==> src/rtl/muldiv_ctrl.sv <==
// muldiv_ctrl: multi-cycle MULT/MULTU/DIV/DIVU sequencer for the execute stage.
// It owns the HI/LO write port for these ops and stalls the pipeline while busy.
// Optional feature macro: MULDIV_DIV0_FAST_EN. When it is defined, a divide by zero
// skips the 32 divide steps and writes HI/LO in the cycle after accept.
//
// state | meaning
// ------+-----------------------------------------------------------
// IDLE  | waiting for a mul/div op from the issue slot
// MUL   | multiply in flight, counting fixed latency
// DIV   | restoring divide in flight, one quotient bit per cycle
// DONE  | HI/LO write strobe asserted for one cycle

`ifndef ALUOP_MULT
`define ALUOP_MULT  8'b00011000
`endif
`ifndef ALUOP_MULTU
`define ALUOP_MULTU 8'b00011001
`endif
`ifndef ALUOP_DIV
`define ALUOP_DIV   8'b00011010
`endif
`ifndef ALUOP_DIVU
`define ALUOP_DIVU  8'b00011011
`endif

module muldiv_ctrl #(
  parameter int MUL_CYCLES = 2
) (
  input  logic        clk,
  input  logic        rst,
  input  logic        flush,
  input  logic        start,
  input  logic [7:0]  aluop,
  input  logic [31:0] src_a,
  input  logic [31:0] src_b,
  output logic        stall,
  output logic        hilo_we,
  output logic [31:0] hi_o,
  output logic [31:0] lo_o,
  output logic        busy
);

  localparam int CW = $clog2(33);

  localparam logic [1:0] S_IDLE = 2'd0;
  localparam logic [1:0] S_MUL  = 2'd1;
  localparam logic [1:0] S_DIV  = 2'd2;
  localparam logic [1:0] S_DONE = 2'd3;

  logic [1:0]    state_q, state_d;
  logic [CW-1:0] cnt_q, cnt_d;
  logic [31:0]   opa_q, opa_d;
  logic [31:0]   opb_q, opb_d;
  logic          is_div_q, is_div_d;
  logic          is_signed_q, is_signed_d;
  // {remainder, quotient} while dividing, {HI, LO} product once multiply completes
  logic [63:0]   acc_q, acc_d;
  logic [31:0]   dvsr_q, dvsr_d;

  logic          op_mult, op_multu, op_div_s, op_divu;
  logic          valid_op, op_div, op_signed, accept, div0_fast;
  logic [63:0]   prod;
  logic [32:0]   div_shift, div_trial;
  logic [63:0]   div_acc_next;
  logic [31:0]   res_hi, res_lo;
  logic [31:0]   quo_fix, rem_fix;

  function automatic logic [31:0] mag(input logic [31:0] x, input logic sgn);
    return (sgn && x[31]) ? (~x + 32'd1) : x;
  endfunction

  assign op_mult   = (aluop == `ALUOP_MULT);
  assign op_multu  = (aluop == `ALUOP_MULTU);
  assign op_div_s  = (aluop == `ALUOP_DIV);
  assign op_divu   = (aluop == `ALUOP_DIVU);
  assign valid_op  = op_mult | op_multu | op_div_s | op_divu;
  assign op_div    = op_div_s | op_divu;
  assign op_signed = op_mult | op_div_s;
  assign accept    = (state_q == S_IDLE) & start & valid_op & ~flush;

`ifdef MULDIV_DIV0_FAST_EN
  assign div0_fast = op_div & (src_b == 32'd0);
`else
  assign div0_fast = 1'b0;
`endif

  // Low 64 bits of the product of sign- or zero-extended operands give the signed or unsigned result.
  assign prod = (is_signed_q ? {{32{opa_q[31]}}, opa_q} : {32'd0, opa_q}) *
                (is_signed_q ? {{32{opb_q[31]}}, opb_q} : {32'd0, opb_q});

  // One restoring step: shift the next dividend bit into the partial remainder and try to subtract.
  assign div_shift    = {acc_q[63:32], acc_q[31]};
  assign div_trial    = div_shift - {1'b0, dvsr_q};
  assign div_acc_next = div_trial[32] ? {div_shift[31:0], acc_q[30:0], 1'b0}
                                      : {div_trial[31:0], acc_q[30:0], 1'b1};

  // Final HI/LO: raw product, divide-by-zero constants, or sign-corrected quotient/remainder.
  always_comb begin
    res_hi  = acc_q[63:32];
    res_lo  = acc_q[31:0];
    quo_fix = acc_q[31:0];
    rem_fix = acc_q[63:32];
    if (is_div_q) begin
      if (opb_q == 32'd0) begin
        res_hi = opa_q;
        res_lo = (is_signed_q && opa_q[31]) ? 32'h0000_0001 : 32'hFFFF_FFFF;
      end else begin
        if (is_signed_q && (opa_q[31] ^ opb_q[31])) quo_fix = ~acc_q[31:0] + 32'd1;
        if (is_signed_q && opa_q[31])               rem_fix = ~acc_q[63:32] + 32'd1;
        res_hi = rem_fix;
        res_lo = quo_fix;
      end
    end
  end

  // Next-state and datapath update; a flush always returns to IDLE.
  always_comb begin
    state_d     = state_q;
    cnt_d       = cnt_q;
    opa_d       = opa_q;
    opb_d       = opb_q;
    is_div_d    = is_div_q;
    is_signed_d = is_signed_q;
    acc_d       = acc_q;
    dvsr_d      = dvsr_q;
    case (state_q)
      S_IDLE: begin
        if (accept) begin
          opa_d       = src_a;
          opb_d       = src_b;
          is_div_d    = op_div;
          is_signed_d = op_signed;
          cnt_d       = '0;
          acc_d       = {32'd0, op_div ? mag(src_a, op_signed) : 32'd0};
          dvsr_d      = mag(src_b, op_signed);
          if (div0_fast)   state_d = S_DONE;
          else if (op_div) state_d = S_DIV;
          else             state_d = S_MUL;
        end
      end
      S_MUL: begin
        cnt_d = cnt_q + CW'(1);
        if (cnt_q == CW'(MUL_CYCLES - 2)) begin
          acc_d   = prod;
          state_d = S_DONE;
        end
      end
      S_DIV: begin
        acc_d = div_acc_next;
        cnt_d = cnt_q + CW'(1);
        if (cnt_q == CW'(31)) state_d = S_DONE;
      end
      default: begin
        state_d = S_IDLE;
      end
    endcase
    if (flush) state_d = S_IDLE;
  end

  // State and datapath registers with asynchronous reset.
  always_ff @(posedge clk or posedge rst) begin
    if (rst) begin
      state_q     <= S_IDLE;
      cnt_q       <= '0;
      opa_q       <= '0;
      opb_q       <= '0;
      is_div_q    <= 1'b0;
      is_signed_q <= 1'b0;
      acc_q       <= '0;
      dvsr_q      <= '0;
    end else begin
      state_q     <= state_d;
      cnt_q       <= cnt_d;
      opa_q       <= opa_d;
      opb_q       <= opb_d;
      is_div_q    <= is_div_d;
      is_signed_q <= is_signed_d;
      acc_q       <= acc_d;
      dvsr_q      <= dvsr_d;
    end
  end

  // Results are gated to zero outside the write strobe so stale values never leak.
  assign busy    = (state_q != S_IDLE);
  assign hilo_we = (state_q == S_DONE) & ~flush;
  assign stall   = ~flush & (((state_q == S_IDLE) & start & valid_op) |
                             (state_q == S_MUL) | (state_q == S_DIV));
  assign hi_o    = hilo_we ? res_hi : 32'd0;
  assign lo_o    = hilo_we ? res_lo : 32'd0;

endmodule
==> config.mk <==
export PLATFORM = sky130hd
export DESIGN_NAME = muldiv_ctrl
export DESIGN_NICKNAME = d
export VERILOG_FILES = /design/src/rtl/muldiv_ctrl.sv
export SDC_FILE = /design/constraint.sdc
export NUM_CORES = 2
export LEC_CHECK = 0
export ABC_AREA = 1
export BUFFER_PORTS_ARGS = -buffer_cell sky130_fd_sc_hd__buf_2
export CORE_MARGIN = 1.5
export CORE_UTILIZATION = 40
export DETAILED_ROUTE_END_ITERATION = 12
export GPL_ROUTABILITY_DRIVEN = 0
export GPL_TIMING_DRIVEN = 0
export MAX_ROUTING_LAYER = met4
export PLACE_DENSITY = 0.59
export SLEW_MARGIN = 15
export SYNTH_ARGS = -nofsm -noshare
export SYNTH_HDL_FRONTEND = slang
export SYNTH_SLANG_ARGS = --single-unit
export TNS_END_PERCENT = 30
==> constraint.sdc <==
create_clock -name clk -period 11.15 [get_ports clk]
set_input_delay 1.6725 -clock clk [delete_from_list [all_inputs] [get_ports clk]]
set_output_delay 1.6725 -clock clk [all_outputs]
set_load 0.1 [all_outputs]
=== Word-level counts from Yosys, hierarchy flattened ===
Cells that the tools add are included.

* Register bits after elaboration: 170
* Bits in latches: 0
* Bits in writable memories: 0
* Bits in read-only memories: 0
* Input bits: 76
* Output and inout bits: 67
* Logic and storage cells: 87
* Memories: 0

* Add/subtract/negate cells: 6
* Multipliers: 1
* Div/mod/pow operators: 0
* $lt $le $gt $ge: 0
* Eq/ne operators: 13
* Shift-type cells: 0
* Multiplexer cells: 26
* Bitwise operators: 18
* Reduce and logical (&&, ||, !) cells: 15

{| class="wikitable"
|+ Operator list
! kind !! number
|-
| two-way mux 32 bit || 12
|-
| two-way mux 64 bit || 5
|-
| case mux 64 bit (3 select lines) || 1
|-
| adder 32 x 1 -> 32 bit (second input constant) || 4
|-
| NOT 32 bit || 4
|-
| multiplier 64 x 64 -> 64 bit || 1
|-
| subtractor 33 x 32 -> 33 bit || 1
|-
| == test 8 x 5 -> 1 bit (second input constant) || 4
|-
| logical NOT 32 bit || 1
|-
| case mux 6 bit (2 select lines) || 1
|-
| two-way mux 2 bit || 5
|-
| != test 3 bit (second input constant) || 3
|-
| OR 1 bit || 7
|-
| adder 6 x 1 -> 6 bit (second input constant) || 1
|-
| == test 6 x 5 -> 1 bit (second input constant) || 1
|-
| logical NOT 6 bit || 1
|-
| two-way mux 6 bit || 1
|-
| case mux 2 bit (3 select lines) || 1
|-
| AND reduction 3 bit || 2
|-
| bitwise AND 1 bit || 5
|-
| == test 2 bit (second input constant) || 2
|-
| logical AND 1 bit || 4
|-
| != test 2 bit (second input constant) || 2
|-
| AND reduction 2 bit || 2
|-
| 7 further kinds || 8
|}

=== Depth between registers and ports, before layout ===
* Word-level depth: 9
* Depth in mapped cells: 42
* Mapped depth without buffers: 41

=== Least setup slack after synthesis ===
No wires, ideal clock.

* Kind: register -> register
* Start: reg opa_q[31]
* End: reg acc_q[63]
* Setup time: 117 ps
* Arrival: 9316 ps
* Data required time: 11033 ps
* Slack: 1717 ps
* Cell stages (with the launch flop): 37
* Path buffers: 4
* Clock period less this slack: 9433 ps
* Cell sequence: dfrtp_1 -> clkbuf_1 -> nand2_1 -> clkbuf_1 -> buf_1 -> clkbuf_1 -> nor2_1 -> fa_1 -> inv_1 -> fa_1 -> inv_1 -> fa_1 -> inv_1 -> fa_1 -> inv_1 -> fa_1 -> fa_1 -> fa_1 -> inv_1 -> fa_1 -> inv_1 -> fa_1 -> inv_1 -> fa_1 -> inv_1 -> ha_1 -> nand2_1 -> nor3_1 -> nand2_1 -> nor4_1 -> nand2_1 -> nand2_1 -> nand3_1 -> nand3_1 -> nand2_1 -> nand2_1 -> nand2_1

* Word-level cells in the longest chain between the ends: 4

{| class="wikitable"
|+ RTL lines
! what !! line !! source
|-
| start: declaration || 52 || <nowiki>logic [31:0] opa_q, opa_d;</nowiki>
|-
| start signal: assignment || 174 || <nowiki>opa_q <= opa_d;</nowiki>
|-
| two-way mux 64 bit || 88 || <nowiki>assign prod = (is_signed_q ? {{32{opa_q[31]}}, opa_q} : {32'd0, opa_q}) *</nowiki>
|-
| multiplier 64 x 64 -> 64 bit || 88 ||
|-
| two-way mux 64 bit || 143 || <nowiki>if (cnt_q == CW'(MUL_CYCLES - 2)) begin</nowiki>
|-
| case mux 64 bit (3 select lines) || 126 || <nowiki>case (state_q)</nowiki>
|-
| end signal: assignment || 169 || <nowiki>acc_q <= '0;</nowiki>
|-
| end signal: assignment || 178 || <nowiki>acc_q <= acc_d;</nowiki>
|-
| end: declaration || 57 || <nowiki>logic [63:0] acc_q, acc_d;</nowiki>
|}

No other way between the ends. The select of a mux whose other input is x is not followed.
A chain may end at the register's enable or synchronous reset.

=== Worst setup path after layout ===
* Start: reg opa_q[31]
* End: reg acc_q[60]

Same word-level chain as after synthesis.

==> impl_metrics.prom <==
# TYPE chip_impl_metric gauge
chip_impl_metric{name="clock_pin_slew_worst_setup_and_hold_paths",unit="ns"} 0.08
chip_impl_metric{name="num_io_pins",unit=""} 143
chip_impl_metric{name="seq_area_frac_synth",unit="%"} 6.579
chip_impl_info{name="run_status",value="completed"} 1
chip_impl_metric{name="dr_vias",unit=""} 56935
chip_impl_metric{name="route.detailed.drc",unit=""} 0
chip_impl_metric{name="crit_path_max_incr_delay",unit="ns"} 0.70
chip_impl_metric{name="slew_limit_fails",unit=""} 0
chip_impl_metric{name="placedCellCount",unit=""} 10645
chip_impl_metric{name="synth_async_sr_flop_share",unit="%"} 100.0
chip_impl_metric{name="finish.cell_count_without_fillers",unit=""} 10687
chip_impl_info{name="min-delay-path-class",value="register to register"} 1
chip_impl_metric{name="setup_slack",unit="ns"} 0.1827
chip_impl_metric{name="syn-cell-area",unit="sq um"} 64280
chip_impl_metric{name="fp.coreArea",unit="sq um"} 158900
chip_impl_metric{name="synth.ff_latch_count",unit=""} 169
chip_impl_metric{name="die_width",unit="microns"} 403.9
chip_impl_metric{name="place_ws",unit="ns"} -1.483
chip_impl_metric{name="drive_above_1_share",unit="%"} 3.952
chip_impl_metric{name="wp_data_required",unit="ns"} 11.56
chip_impl_metric{name="worst_clock_skew",unit="ns"} 0.02178
chip_impl_metric{name="timing.final.setup_violations",unit=""} 0
chip_impl_metric{name="fin_hold_ws",unit="ns"} 0.4945
chip_impl_metric{name="postRouteAntennaNets",unit=""} 0
chip_impl_info{name="cts_tree",value="yes"} 1
chip_impl_metric{name="design.die.area",unit="sq um"} 163100
chip_impl_metric{name="critPathMaxFanout",unit=""} 10
chip_impl_metric{name="worst_slew_pin_slew",unit="ns"} 1.476
chip_impl_metric{name="min_period_over_period",unit="%"} 98.36
chip_impl_metric{name="post_synth_inst_count",unit=""} 8429
chip_impl_metric{name="clock-sinks",unit=""} 169
chip_impl_metric{name="postSynthNetCount",unit=""} 10277
chip_impl_metric{name="synth_edf_count",unit=""} 0
chip_impl_metric{name="hold_fails_final_rpt",unit=""} 0
chip_impl_metric{name="placementRows",unit=""} 146
chip_impl_metric{name="multi_input_comb_area",unit="sq um"} 49130
chip_impl_info{name="timing.critical_path.from_type",value="register"} 1
chip_impl_metric{name="detailedPlacementHpwl",unit="microns"} 227800
chip_impl_metric{name="final_period_minus_worst_setup_slack",unit="ns"} 10.97
chip_impl_info{name="endpoint_kind",value="register"} 1
chip_impl_metric{name="grt_first_pass_wirelength",unit="microns"} 392900
chip_impl_metric{name="initial_utilization",unit="%"} 40.45
chip_impl_metric{name="detail_route.wirelength",unit="microns"} 266200
chip_impl_metric{name="routedWlPerCell",unit="microns"} 24.91
chip_impl_info{name="crit_top_cell",value="sky130_fd_sc_hd__fa_1"} 1
chip_impl_info{name="worstSetupPathType",value="register to register"} 1
chip_impl_metric{name="finalNetCount",unit=""} 10439
chip_impl_metric{name="worstSkewPairLatency",unit="ns"} 0.48
chip_impl_metric{name="synth.lib_cells_used.distinct",unit=""} 64
chip_impl_info{name="synth.area.top_cells",value="sky130_fd_sc_hd__fa_1 (44%), sky130_fd_sc_hd__inv_1 (15%), sky130_fd_sc_hd__nand2_1 (11%)"} 1
chip_impl_metric{name="fillerInstances",unit=""} 16315
chip_impl_metric{name="area_growth",unit="%"} 6.406
chip_impl_info{name="synth_top_area_cell",value="sky130_fd_sc_hd__fa_1"} 1
chip_impl_metric{name="postSynthAreaPerCell",unit="sq um"} 7.626
chip_impl_metric{name="max_freq",unit="GHz"} 0.09118
chip_impl_info{name="crit_path_top_delay_cell",value="sky130_fd_sc_hd__fa_2"} 1
chip_impl_metric{name="grt_antenna_before_repair",unit=""} 9
chip_impl_metric{name="port_bufs",unit=""} 142
chip_impl_info{name="clockRootBuffer",value="sky130_fd_sc_hd__clkbuf_16"} 1
chip_impl_metric{name="htreeDepth",unit=""} 4
chip_impl_metric{name="final_util",unit="%"} 43.04
chip_impl_metric{name="groute.usage.overall",unit="%"} 34.38
chip_impl_metric{name="cp_data_arrival_time",unit="ns"} 11.38
chip_impl_metric{name="globalRoute.totalOverflow",unit=""} 0
chip_impl_metric{name="yosysWarnings",unit=""} 0
chip_impl_metric{name="fp.dieH",unit="microns"} 403.9
chip_impl_metric{name="drt_pass1_iterations",unit=""} 9
chip_impl_metric{name="viasPerCell",unit=""} 5.328
chip_impl_metric{name="grt_start_max_net_pins",unit=""} 89
chip_impl_metric{name="cts_made_buffers",unit=""} 17
chip_impl_metric{name="vias_in_the_first_global_route",unit=""} 58903
chip_impl_metric{name="1st_iter_drt_viols",unit=""} 6395
chip_impl_metric{name="regArea",unit="sq um"} 4229
chip_impl_info{name="ys.flop_type",value="sky130_fd_sc_hd__dfrtp_1"} 1
chip_impl_info{name="netlist_top_cells_count",value="sky130_fd_sc_hd__inv_1 (2535), sky130_fd_sc_hd__nand2_1 (1916), sky130_fd_sc_hd__fa_1 (1420)"} 1
chip_impl_metric{name="ctsLongestPathBuffers",unit=""} 2
chip_impl_metric{name="synth_top_area_share",unit="%"} 44.22
chip_impl_info{name="synth_most_common_cell",value="sky130_fd_sc_hd__inv_1"} 1
chip_impl_metric{name="max-cap-violations",unit=""} 0
chip_impl_metric{name="ctsHoldBuffers",unit=""} 0
chip_impl_metric{name="max_slew_margin",unit="%"} 1.567
==> state kept, by name, indices dropped and copies added (netlist names) <==
| register | cells |
|---|---|
| acc_q | 64 |
| cnt_q | 6 |
| dvsr_q | 31 |
| is_div_q | 1 |
| is_signed_q | 1 |
| opa_q | 32 |
| opb_q | 32 |
| state_q | 2 |
==> critical path: cells and delay by family, from the launching register on <==
family / cells / cell delay, ns
adders and majority gates: 11 / 5.81
buffers and inverters: 11 / 2.17
DFF: 1 / 0.38
and+or+nand+nor: 11 / 2.50
==> worst paths after layout <==
check | from | to | slack, ns | cells after the start
min in group asynchronous | rst | dvsr_q[22]$_DFFE_PP0P_ | 1.28 | 2
min | dvsr_q[8]$_DFFE_PP0P_ | dvsr_q[8]$_DFFE_PP0P_ | 0.49 | 2
max in group asynchronous | rst | opa_q[9]$_DFFE_PP0P_ | 9.03 | 3
max reg2reg | opa_q[31]$_DFFE_PP0P_ | acc_q[60]$_DFFE_PP0P_ | 0.18 | 33
min reg2reg | dvsr_q[8]$_DFFE_PP0P_ | dvsr_q[8]$_DFFE_PP0P_ | 0.49 | 2
max | opa_q[31]$_DFFE_PP0P_ | acc_q[60]$_DFFE_PP0P_ | 0.18 | 33
==> kinds of logic (layout without fill, tap and decap cells) <==
group,count (synthesis),after routing,synth area share [%]
other,0,11,0
and+or+nand+nor,2751,2751,17.41
buffers and inverters,2899,3074,17.08
xor gates and xnor gates,95,95,1.294
DFF,169,169,6.579
adders and majority gates,1772,1772,51.07
AOI/OAI and AO/OA,743,743,6.560
==> layout make-up <==
class	instances	area share (%)
Antenna cell	11	0.04024
Buffer	345	2.111
Clock buffer	17	0.6219
Clock inverter	15	0.2835
Inverter	2552	14.02
Multi-Input combinational cell	5361	71.83
Sequential cell	169	6.183
Tap cell	2072	3.790
Timing Repair Buffer	145	1.120
==> layer usage <==
metal | GRT usage, % | vias to the layer above | share of wire (%)
met5 | - | - | 0
li1 | - | 24568 | -
met4 | 24.12 | 0 | 9.2
met2 | 48.97 | 3557 | 42
met3 | 10.56 | 875 | 12
met1 | 41.42 | 27935 | 37
==> placed cells by master (no fill, tap or decap), types with 40 or more instances in the layout <==
master,instances
sky130_fd_sc_hd__ha_1,352
sky130_fd_sc_hd__xor2_1,69
sky130_fd_sc_hd__o21ai_1,40
sky130_fd_sc_hd__nand3_1,220
sky130_fd_sc_hd__inv_1,2533
sky130_fd_sc_hd__fa_1,1415
sky130_fd_sc_hd__nor3_1,41
sky130_fd_sc_hd__a21oi_1,227
sky130_fd_sc_hd__dfrtp_1,169
sky130_fd_sc_hd__o21ai_0,295
sky130_fd_sc_hd__buf_2,164
sky130_fd_sc_hd__clkbuf_1,276
sky130_fd_sc_hd__nand2_1,1914
sky130_fd_sc_hd__nor2_1,429
==> per-stage QoR <==
stage / cell area [sq um] / setup TNS [ns]
after detailed placement: 67660 / -19.84
after CTS: 68310 / 0
after global placement: 67580 / -18.45
after floorplan: 64280 / 0
final: 68400 / 0
after global routing: 68390 / -0.004013
==> timing repair <==
action                     4_1_cts  5_1_grt
pin swaps                        1        1
buffers inserted                 1        0
gates resized for setup         13       21
setup endpoints to repair       22       15
Power is left out: the tool's default activity adds up to more than one toggle a clock period on the data nets, which glitch-free logic cannot reach.
